**config.mk**
```make
export PLATFORM = sky130hd
export DESIGN_NAME = minimig_host_bus_master
export DESIGN_NICKNAME = d
export VERILOG_FILES = /design/src/rtl/minimig_host_bus_master.sv
export SDC_FILE = /design/constraint.sdc
export NUM_CORES = 1
export LEC_CHECK = 0
export BUFFER_PORTS_ARGS = -buffer_cell sky130_fd_sc_hd__buf_2
export CAP_MARGIN = 20
export CELL_PAD_IN_SITES_DETAIL_PLACEMENT = 1
export CELL_PAD_IN_SITES_GLOBAL_PLACEMENT = 1
export CORE_ASPECT_RATIO = 1.25
export CORE_MARGIN = 5
export CORE_UTILIZATION = 44
export CTS_CLUSTER_DIAMETER = 120
export CTS_CLUSTER_SIZE = 28
export DETAILED_ROUTE_END_ITERATION = 10
export GPL_ROUTABILITY_DRIVEN = 0
export GPL_TIMING_DRIVEN = 0
export HOLD_SLACK_MARGIN = 0.03
export PLACE_DENSITY_LB_ADDON = 0.1
export SETUP_SLACK_MARGIN = 0.1
export SLEW_MARGIN = 0
export SYNTH_ARGS = -nofsm -noshare
export SYNTH_HDL_FRONTEND = slang
export SYNTH_SLANG_ARGS = --single-unit
```
**constraint.sdc**
```tcl
create_clock -name clk_i -period 2.46 [get_ports clk_i]
set_input_delay 0 -clock clk_i [delete_from_list [all_inputs] [get_ports clk_i]]
set_output_delay 0 -clock clk_i [all_outputs]
set_load 0.1 [all_outputs]
```
**src/rtl/minimig_host_bus_master.sv**
```systemverilog
// Host-side bus master for the UserIO channel: decodes a byte-serial command
// stream into halted-CPU word accesses on the bridge host port.
module minimig_host_bus_master #(
    parameter int unsigned ACK_TIMEOUT = 255
) (
    input  logic        clk_i,
    input  logic        rst_ni,
    input  logic        clk7_en_i,
    input  logic        rx_start_i,
    input  logic        rx_valid_i,
    input  logic [7:0]  rx_data_i,
    output logic        rx_ready_o,
    output logic        tx_valid_o,
    output logic [7:0]  tx_data_o,
    input  logic        tx_ready_i,
    output logic        cpu_halt_o,
    output logic        host_cs_o,
    output logic [22:0] host_adr_o,
    output logic        host_we_o,
    output logic [1:0]  host_bs_o,
    output logic [15:0] host_wdat_o,
    input  logic        host_ack_i,
    input  logic [15:0] host_rdat_i,
    output logic        error_o
);

    localparam int unsigned TW = (ACK_TIMEOUT > 1) ? $clog2(ACK_TIMEOUT) : 1;
    localparam logic [TW-1:0] TMO_LAST = TW'(ACK_TIMEOUT - 1);

    typedef enum logic [3:0] {
        S_CMD, S_A2, S_A1, S_A0, S_WH, S_WL, S_CNT,
        S_BUS, S_REL, S_TXH, S_TXL, S_SKIP
    } state_e;

    state_e        state_q, state_d, cur_s;
    logic [22:0]   adr_q, adr_d;
    logic [15:0]   atmp_q, atmp_d;
    logic [15:0]   wdat_q, wdat_d;
    logic [15:0]   rdat_q, rdat_d;
    logic [8:0]    cnt_q, cnt_d;
    logic [TW-1:0] tmo_q, tmo_d;
    logic [7:0]    txd_q, txd_d;
    logic [1:0]    bs_q, bs_d;
    logic          we_q, we_d, cs_q, cs_d, halt_q, halt_d, err_q, err_d;
    logic          txv_q, txv_d, ack_seen_q, ack_seen_d, abort_q, abort_d;
    logic          rdy_s, drop_s, start_s, start_we_s;

    assign rdy_s  = !((state_q == S_BUS) || (state_q == S_REL) ||
                      (state_q == S_TXH) || (state_q == S_TXL));
    assign drop_s = rx_valid_i && !rx_start_i && !rdy_s;

    // Next-state and datapath decode for the command/bus sequencer.
    always_comb begin
        state_d    = state_q;
        adr_d      = adr_q;
        atmp_d     = atmp_q;
        wdat_d     = wdat_q;
        rdat_d     = rdat_q;
        cnt_d      = cnt_q;
        tmo_d      = tmo_q;
        txd_d      = txd_q;
        bs_d       = bs_q;
        we_d       = we_q;
        cs_d       = cs_q;
        halt_d     = halt_q;
        ack_seen_d = ack_seen_q;
        abort_d    = abort_q;
        err_d      = (err_q && !rx_start_i) || drop_s;
        txv_d      = txv_q && !rx_start_i;
        start_s    = 1'b0;
        start_we_s = 1'b0;

        // A frame start lets an in-flight bus cycle finish before returning to CMD.
        if (rx_start_i && ((state_q == S_BUS) || (state_q == S_REL))) begin
            abort_d = 1'b1;
            cur_s   = state_q;
        end else if (rx_start_i) begin
            cur_s = S_CMD;
        end else begin
            cur_s = state_q;
        end

        case (cur_s)
            S_CMD: if (rx_valid_i) begin
                case (rx_data_i)
                    8'h01:   state_d = S_A2;
                    8'h02:   if (halt_q) state_d = S_WH;  else begin err_d = 1'b1; state_d = S_SKIP; end
                    8'h03:   if (halt_q) state_d = S_CNT; else begin err_d = 1'b1; state_d = S_SKIP; end
                    8'h04:   begin halt_d = 1'b1; state_d = S_CMD; end
                    8'h05:   begin halt_d = 1'b0; state_d = S_CMD; end
                    default: begin err_d = 1'b1; state_d = S_SKIP; end
                endcase
            end else begin
                state_d = S_CMD;
            end
            S_A2: if (rx_valid_i) begin atmp_d[15:8] = rx_data_i; state_d = S_A1; end else state_d = S_A2;
            S_A1: if (rx_valid_i) begin atmp_d[7:0]  = rx_data_i; state_d = S_A0; end else state_d = S_A1;
            S_A0: if (rx_valid_i) begin adr_d = {atmp_q, rx_data_i[7:1]}; state_d = S_CMD; end else state_d = S_A0;
            S_WH: if (rx_valid_i) begin wdat_d[15:8] = rx_data_i; state_d = S_WL; end else state_d = S_WH;
            S_WL: if (rx_valid_i) begin
                wdat_d[7:0] = rx_data_i;
                start_s     = 1'b1;
                start_we_s  = 1'b1;
            end else begin
                state_d = S_WL;
            end
            S_CNT: if (rx_valid_i) begin
                cnt_d   = {(rx_data_i == 8'h00), rx_data_i};
                start_s = 1'b1;
            end else begin
                state_d = S_CNT;
            end
            S_BUS: begin
                if (!ack_seen_q) begin
                    if (host_ack_i) begin
                        ack_seen_d = 1'b1;
                    end else if (tmo_q == TMO_LAST) begin
                        cs_d    = 1'b0;
                        bs_d    = 2'b00;
                        err_d   = 1'b1;
                        abort_d = 1'b0;
                        state_d = (abort_q || rx_start_i) ? S_CMD : S_SKIP;
                    end else begin
                        tmo_d = tmo_q + TW'(1);
                    end
                end else if (clk7_en_i) begin
                    cs_d    = 1'b0;
                    bs_d    = 2'b00;
                    adr_d   = adr_q + 23'd1;
                    rdat_d  = we_q ? rdat_q : host_rdat_i;
                    cnt_d   = we_q ? cnt_q : (cnt_q - 9'd1);
                    state_d = S_REL;
                end else begin
                    state_d = S_BUS;
                end
            end
            S_REL: if (!host_ack_i) begin
                if (abort_q || rx_start_i) begin
                    abort_d = 1'b0;
                    state_d = S_CMD;
                end else if (we_q) begin
                    state_d = S_WH;
                end else begin
                    txv_d   = 1'b1;
                    txd_d   = rdat_q[15:8];
                    state_d = S_TXH;
                end
            end else begin
                state_d = S_REL;
            end
            S_TXH: if (txv_q && tx_ready_i) begin
                txd_d   = rdat_q[7:0];
                state_d = S_TXL;
            end else begin
                state_d = S_TXH;
            end
            S_TXL: begin
                if (txv_q && tx_ready_i) txv_d = 1'b0; else txv_d = txv_q;
                // The next read may only start once the low byte is gone and ack has released.
                if (!txv_q || tx_ready_i) begin
                    if (cnt_q == 9'd0) state_d = S_CMD;
                    else if (!host_ack_i) start_s = 1'b1;
                    else state_d = S_TXL;
                end else begin
                    state_d = S_TXL;
                end
            end
            S_SKIP:  state_d = S_SKIP;
            default: state_d = S_CMD;
        endcase

        if (start_s) begin
            cs_d       = 1'b1;
            bs_d       = 2'b11;
            we_d       = start_we_s;
            ack_seen_d = 1'b0;
            tmo_d      = {TW{1'b0}};
            state_d    = S_BUS;
        end else begin
            cs_d = cs_d;
        end
    end

    // State and output registers.
    always_ff @(posedge clk_i or negedge rst_ni) begin
        if (!rst_ni) begin
            state_q    <= S_CMD;
            adr_q      <= 23'd0;
            atmp_q     <= 16'd0;
            wdat_q     <= 16'd0;
            rdat_q     <= 16'd0;
            cnt_q      <= 9'd0;
            tmo_q      <= {TW{1'b0}};
            txd_q      <= 8'd0;
            bs_q       <= 2'b00;
            we_q       <= 1'b0;
            cs_q       <= 1'b0;
            halt_q     <= 1'b0;
            err_q      <= 1'b0;
            txv_q      <= 1'b0;
            ack_seen_q <= 1'b0;
            abort_q    <= 1'b0;
        end else begin
            state_q    <= state_d;
            adr_q      <= adr_d;
            atmp_q     <= atmp_d;
            wdat_q     <= wdat_d;
            rdat_q     <= rdat_d;
            cnt_q      <= cnt_d;
            tmo_q      <= tmo_d;
            txd_q      <= txd_d;
            bs_q       <= bs_d;
            we_q       <= we_d;
            cs_q       <= cs_d;
            halt_q     <= halt_d;
            err_q      <= err_d;
            txv_q      <= txv_d;
            ack_seen_q <= ack_seen_d;
            abort_q    <= abort_d;
        end
    end

    assign rx_ready_o  = rdy_s;
    assign tx_valid_o  = txv_q;
    assign tx_data_o   = txd_q;
    assign cpu_halt_o  = halt_q;
    assign host_cs_o   = cs_q;
    assign host_adr_o  = adr_q;
    assign host_we_o   = we_q;
    assign host_bs_o   = bs_q;
    assign host_wdat_o = wdat_q;
    assign error_o     = err_q;

endmodule
```
==> results of run 1 <==
cell families after synthesis:
logic type / synth area share [%]
compound gates: 16.2
xor+xnor: 0.952
flops: 48.5
fa+ha+maj: 1.13
simple gates: 18.2
buf+inv: 3.95
mux: 11.0
area by class of cell:
class / instances / share of cell area (%)
inverters: 9 / 0.504
repair buffers: 105 / 9.81
flip-flops and latches: 107 / 40.0
plain buffers: 38 / 2.76
clock inverters: 6 / 0.839
multi-input cells: 395 / 39.6
well taps: 164 / 3.06
clock buffers: 10 / 3.41
power breakdown:
| group | internal, uW | switching (uW) |
|---|---|---|
| clock network | 713 | 724 |
| logic | 1130 | 4130 |
| registers | 2410 | 598 |
| total | 4250 | 5450 |
worst reg2reg max path, stage by stage, from the launching register on:
cell	delay, ns
dfrtp_1	0.33
buf_2	0.19
nand2b_1	0.30
nor4_4	0.10
or4_1	0.49
buf_2	0.22
buf_2	0.23
a211o_1	0.31
synthesized netlist by cell type (4+ instances only):
master       n  area, sq um
dfrtp_1    107         2680
a21oi_1     49          245
nand2_1     48          180
mux2_2      44          495
nor2_1      35          131
o21ai_0     33          165
clkbuf_1    19         71.3
nand3_1     16         80.1
nor3_1      13         65.1
o22ai_1     12         75.1
buf_2       11         55.1
nand4_1     11         68.8
nor4_1      11         68.8
a2bb2oi_1   10         87.6
mux2i_1     10          100
inv_1        9         33.8
nand2b_1     8         50.1
a31oi_1      7         43.8
and4_1       7         61.3
and3_1       6         37.5
buf_4        6         45.0
xnor2_1      6         52.6
and2_1       5         31.3
ha_1         5         62.6
nor2b_1      4         25.0
or3_1        4         25.0
repair_timing:
item | 4_1_cts | 5_1_grt
setup buffers | 1 | 0
pin swaps | 1 | 0
gates cloned | 0 | 0
resized for setup | 2 | 10
hold buffers | 21 | 0
endpoints found under the hold margin | 58 | 0
setup endpoints to repair | 27 | 19
how the worst max path moves through the flow:
stage / start / endpoint / slack [ns] / cells past startpoint
floorplan: host_adr_o[9] / host_adr_o[19] / 0.10 / 7
global placement: state_q[2] / rdat_q[15] / -0.13 / 6
detailed placement: state_q[2] / rdat_q[6] / -0.19 / 6
CTS: state_q[1] / host_adr_o[17] / 0.12 / 7
global route: state_q[1] / cnt_q[5] / 0.08 / 7
finish: state_q[2] / rx_ready_o / 0.17 / 6
state kept, by name, summed over array words and instances, names as in the netlist, 4 cells and up:
name and cells:
cnt_q 9, atmp_q 16, state_q 4, tmo_q 8, host_adr_o 23, host_wdat_o 16, tx_data_o 8, rdat_q 16
metal layers:
layer / vias up / track usage, %
met1: 2442 / 28.8
met3: 42 / 4.24
li1: 2270 / -
met4: 0 / 9.03
met2: 133 / 42.2
met5: - / 0
through the flow:
stage / utilization, % / hold slack (ns) / power, uW
floorplan: - / -0.296 / 7160
detailed placement: 50.5 / 0.0113 / 8230
finish: 54.9 / 0.0365 / 9700
global placement: 50.3 / 0.222 / 8090
CTS: 54.8 / 0.0303 / 9730
global route: 54.9 / 0.0313 / 10200
==> summary.md, run 1 <==
| Metric | Value |
|---|---|
| Run status | `completed` |
| RSZ-0062 raised after global routing | `yes` |
| Setup TNS Final | `0 ns` |
| WL met1 | `6960 microns` |
| Max Used Layer | `met4` |
| Setup crit end kind | `primary output` |
| Placement Cell Area | `6170 sq um` |
| Multi-input logic area | `2650 sq um` |
| Initial antenna violation count | `0` |
| Worst-Skew Late Latency | `0.35 ns` |
| Cells after Synth | `550` |
| Hold Violations, Final | `0` |
| Final setup skew | `0.00825 ns` |
| Layout cells sized above 1 | `27.6%` |
| Final setup viols | `0` |
| Largest net degree at the start of global routing | `72` |
| R2r setup slk | `0.19 ns` |
| Placed cell count | `797` |
| CTS tree | `built` |
| FF-to-FF End | `host_adr_o[0]` |
| Yosys Warn Count | `0` |
| Crit path DAT | `2.29 ns` |
| Port bufs | `82` |
| Max H-tree Level | `3` |
| Core area | `12200 sq um` |
| Worst hold path cell count | `2` |
| Worst r2r src | `state_q[2]` |
| Hold_sp | `rx_data_i[5]` |
| Die Area | `14900 sq um` |
| WL met3 | `764 microns` |
| Post-Syn Area | `5520 sq um` |
| WP data required | `2.46 ns` |
| Row cnt | `45` |
| Peak supply drop | `0.792 mV` |
| Routed via count | `4887` |
| Most frequent cells in the layout | `dfrtp_1 (100), buf_2 (92), a21oi_1 (49)` |
| Max clock buf depth | `2` |
| Leak | `0.00301 uW` |
| Fmax achieved | `437 MHz` |
| Final Max Slew Viols | `0` |
| Met2 wire length | `8970 microns` |
| Fin area | `6710 sq um` |
| Worst slack at placement | `-0.195 ns` |
| Register area | `2690 sq um` |
| Crit Path Max Fanout | `10` |
| Overflow after GRT | `0` |
| Post-synth EDFFs | `0` |
| TritonCTS Sinks | `107` |
| Most common cell after layout, fill and taps aside | `dfrtp_1` |
| Worst setup margin | `0.170 ns` |
| Setup crit start kind | `register` |
| Average size of a mapped cell | `10.0 sq um` |
| Number of global-route vias before repair | `5282` |
| # diodes | `0` |
| ANT nets after route | `0` |
| Chip Height | `135 microns` |
| Area delta synth->final | `21.6%` |
| Yosys reg bits | `107` |
| Netlist cell types | `61` |
| Hold Path Sink | `atmp_q[5]` |
| WL per Instance | `20.6 microns` |
| First DRT Iteration DRCs | `232` |
| Final cell count without fillers | `834` |
| Drt drc | `0` |
| Vias/cell | `5.86` |
| Total CTS buffers | `9` |
| R2R cell count | `7` |
| Initial core utilization | `45.2%` |
| Die Wd | `110 microns` |
| Fillers | `1420` |
| Fraction of registers with async set/reset | `100%` |
| Slowest stage delay, CP | `0.43 ns` |
| Global-route wire length before repair | `27700 microns` |
| Seq/Total Area, Yosys | `48.5%` |
| Number of max-cap violations | `0` |
| Max-slew headroom | `54.7%` |
| NumNets Final | `701` |
| Critical setup path kind | `register to primary output` |
| Clock-pin slew on the worst setup and hold paths | `0.08 ns` |
| Final WL | `17200 microns` |
| HP Class | `input port to register` |
| CP delay by family, top | `buffers and inverters` |
| HPWL after detailed placement | `12300 microns` |
| Buffers and inverters on the worst path | `4` |
| Num ports | `86` |
| Synth Flop Type | `dfrtp_1` |
| CP Cell Sequence | `buf_2 -> buf_2 -> nand4b_2 -> o21ai_0 -> inv_1 -> buf_2` |
| Minimum clock period | `2.29 ns` |
| Tcrit/Tclk final | `93.1%` |
| Pwr/cell area | `1450 nW/um^2` |
| Worst path slowest cell | `nand4b_2` |
| Worst slew pin tran | `0.679 ns` |
| CTS root buffer | `clkbuf_16` |
| Most used cell along the critical path | `buf_2` |
| 1st-pass router iterations | `5` |
| GRT Total Usage | `24.0%` |
| Syn nets | `586` |
Power figures use the tool's default switching activity.
==> run 2: changes to the inputs <==
--- a/config.mk
+++ b/config.mk
@@ -11,7 +11,7 @@
 export CELL_PAD_IN_SITES_GLOBAL_PLACEMENT = 1
 export CORE_ASPECT_RATIO = 1.25
 export CORE_MARGIN = 5
-export CORE_UTILIZATION = 44
+export CORE_UTILIZATION = 40
 export CTS_CLUSTER_DIAMETER = 120
 export CTS_CLUSTER_SIZE = 28
 export DETAILED_ROUTE_END_ITERATION = 10
==> constraint.sdc (replaced) <==
create_clock -name clk_i -period 1.9 [get_ports clk_i]
set_input_delay 0 -clock clk_i [delete_from_list [all_inputs] [get_ports clk_i]]
set_output_delay 0 -clock clk_i [all_outputs]
set_load 0.1 [all_outputs]
==> summary.md, run 2 (synthesis gave the netlist of run 1 again) <==
| Metric | Value |
|---|---|
| Most common cell after layout, fill and taps aside | `buf_2 (was dfrtp_1)` |
| Most frequent cells in the layout | `buf_2 (81), dfrtp_1 (79), buf_4 (49) (was dfrtp_1 (100), buf_2 (92), a21oi_1 (49))` |
| Core area | `13700 sq um (was 12200 sq um)` |
| Vias/cell | `5.86 (about the same)` |
| Peak supply drop | `1.07 mV (was 0.792 mV)` |
| Worst hold path cell count | `2 (unchanged)` |
| Crit path DAT | `2.17 ns (was 2.29 ns)` |
| GRT Total Usage | `23.7% (was 24.0%)` |
| CP delay by family, top | `simple AND/OR/NAND/NOR gates (was buffers and inverters)` |
| Crit Path Max Fanout | `10 (unchanged)` |
| Setup crit start kind | `register (unchanged)` |
| Leak | `0.00354 uW (was 0.00301 uW)` |
| NumNets Final | `759 (was 701)` |
| Num ports | `86 (unchanged)` |
| Max H-tree Level | `3 (unchanged)` |
| 1st-pass router iterations | `4 (was 5)` |
| Power after layout | `14400 uW (was 9700 uW)` |
| Failing checks | `setup timing` |
| Hold Violations, Final | `0 (unchanged)` |
| Hold Slack | `0.0309 ns (was 0.0365 ns)` |
| Overflow after GRT | `0 (unchanged)` |
| Final core occ | `59.5% (was 54.9%)` |
| Row cnt | `48 (was 45)` |
| Number of global-route vias before repair | `5619 (was 5282)` |
| Final Max Slew Viols | `0 (unchanged)` |
| Stages on worst setup path | `7 (was 6)` |
| Final setup viols | `10 (was 0)` |
| Drt drc | `0 (unchanged)` |
| Initial core utilization | `40.3% (was 45.2%)` |
| Port bufs | `82 (unchanged)` |
| RSZ-0062 raised after global routing | `yes (unchanged)` |
| CTS root buffer | `clkbuf_16 (unchanged)` |
| CP Cell Sequence | `inv_1 -> ha_1 -> nand4b_1 -> a31o_2 -> clkbuf_8 -> nor4_2 -> o311ai_1 (was buf_2 -> buf_2 -> nand4b_2 -> o21ai_0 -> inv_1 -> buf_2)` |
| Total CTS buffers | `9 (unchanged)` |
| Slowest stage delay, CP | `0.39 ns (was 0.43 ns)` |
| Worst-Skew Late Latency | `0.36 ns (was 0.35 ns)` |
| Run status | `finished, violations left (was completed)` |
| HPWL after detailed placement | `12800 microns (was 12300 microns)` |
| Tcrit/Tclk final | `104%` |
| Fmax achieved | `506 MHz` |
| First DRT Iteration DRCs | `291 (was 232)` |
| Worst setup margin | `-0.0779 ns (was 0.170 ns)` |
| Die Wd | `115 microns (was 110 microns)` |
| ANT nets after route | `0 (unchanged)` |
| TritonCTS Sinks | `107 (unchanged)` |
| Die Area | `16300 sq um (was 14900 sq um)` |
| Layout cells sized above 1 | `49.5% (was 27.6%)` |
| Max-slew headroom | `53.6% (was 54.7%)` |
| Number of max-cap violations | `0 (unchanged)` |
| Minimum clock period | `1.98 ns` |
| Buffers and inverters on the worst path | `2 (was 4)` |
| Final setup skew | `0.0143 ns (was 0.00825 ns)` |
| Largest net degree at the start of global routing | `60 (was 72)` |
| WP data required | `2.09 ns (was 2.46 ns)` |
| Area delta synth->final | `47.7% (was 21.6%)` |
| Initial antenna violation count | `1 (was 0)` |
| Chip Height | `141 microns (was 135 microns)` |
| R2r setup slk | `-0.08 ns (was 0.19 ns)` |
| Clock-pin slew on the worst setup and hold paths | `0.09 ns (was 0.08 ns)` |
| R2R cell count | `7 (unchanged)` |
| Max clock buf depth | `2 (unchanged)` |
| Global-route wire length before repair | `30300 microns (was 27700 microns)` |
| Final WL | `21400 microns (was 17200 microns)` |
| Max reg flops | `23 (unchanged)` |
| WL per Instance | `23.7 microns (was 20.6 microns)` |
| Pwr/cell area | `1770 nW/um^2 (was 1450 nW/um^2)` |
| CTS tree | `built (unchanged)` |
| Worst slack at placement | `-0.574 ns (was -0.195 ns)` |
| Critical setup path kind | `register to register (was register to primary output)` |
| Routed via count | `5293 (was 4887)` |
| Setup crit end kind | `register (was primary output)` |
| HP Class | `input port to register (unchanged)` |
| Worst path slowest cell | `dfrtp_1 (was nand4b_2)` |
| Worst slew pin tran | `0.695 ns (was 0.679 ns)` |
## run 2: through the flow
stage | cells | TNS, ns | area (sq um)
3_3_place_gp | 807 | -70.64 | 6340
5_1_grt | 904 | -2.68 | 8150
6_report | 904 | -0.369 | 8150
4_1_cts | 874 | 0 | 7370
2_1_floorplan | 550 | -0.103 | 5710
3_5_place_dp | 808 | -17.77 | 6370
## run 2: worst register-to-register path, cell delays in order, from the launching register on
cell      delay (ns)
dfrtp_1         0.39
inv_1           0.14
ha_1            0.19
nand4b_1        0.24
a31o_2          0.30
clkbuf_8        0.17
nor4_2          0.25
o311ai_1        0.15
## run 2: layout make-up
class,count,area [sq um]
well taps,175,219
fillers,1451,5540
clock inverters,6,55.1
inverters,9,33.8
multi-input cells,395,3240
plain buffers,37,383
diodes,1,2.50
repair buffers,164,1230
flip-flops and latches,107,2740
clock buffers,10,239
## run 2: where the power goes
group,switching [uW],internal [uW]
Sequential,943,3220
Combinational,5910,2410
Clock,966,955
Total,7820,6580
## run 2: repair_timing
item / CTS / global route
buffers inserted: 29 / 26
endpoints found under the setup margin: 105 / 102
hold buffers: 21 / 0
gates cloned: 2 / 3
pin swaps: 24 / 34
resized for setup: 70 / 143
hold endpoints to repair: 70 / 0
## run 2: path summary, 6_finish.rpt
path                              endpoint         start
min in group asynchronous  host_wdat_o[11]        rst_ni
min reg2reg                       tmo_q[5]      tmo_q[5]
max in group asynchronous        host_we_o        rst_ni
max reg2reg                     state_q[0]      cnt_q[0]
max                             state_q[0]      cnt_q[0]
min                        host_wdat_o[11]  rx_data_i[3]
## run 2: routing by layer
metal / up-vias / part of all wire [%] / global-route usage [%]
met2: 146 / 54 / 42.4
met5: - / 0 / 0
met3: 49 / 3.7 / 3.80
li1: 2375 / - / -
met4: 0 / 3.2 / 8.84
met1: 2723 / 40 / 28.2
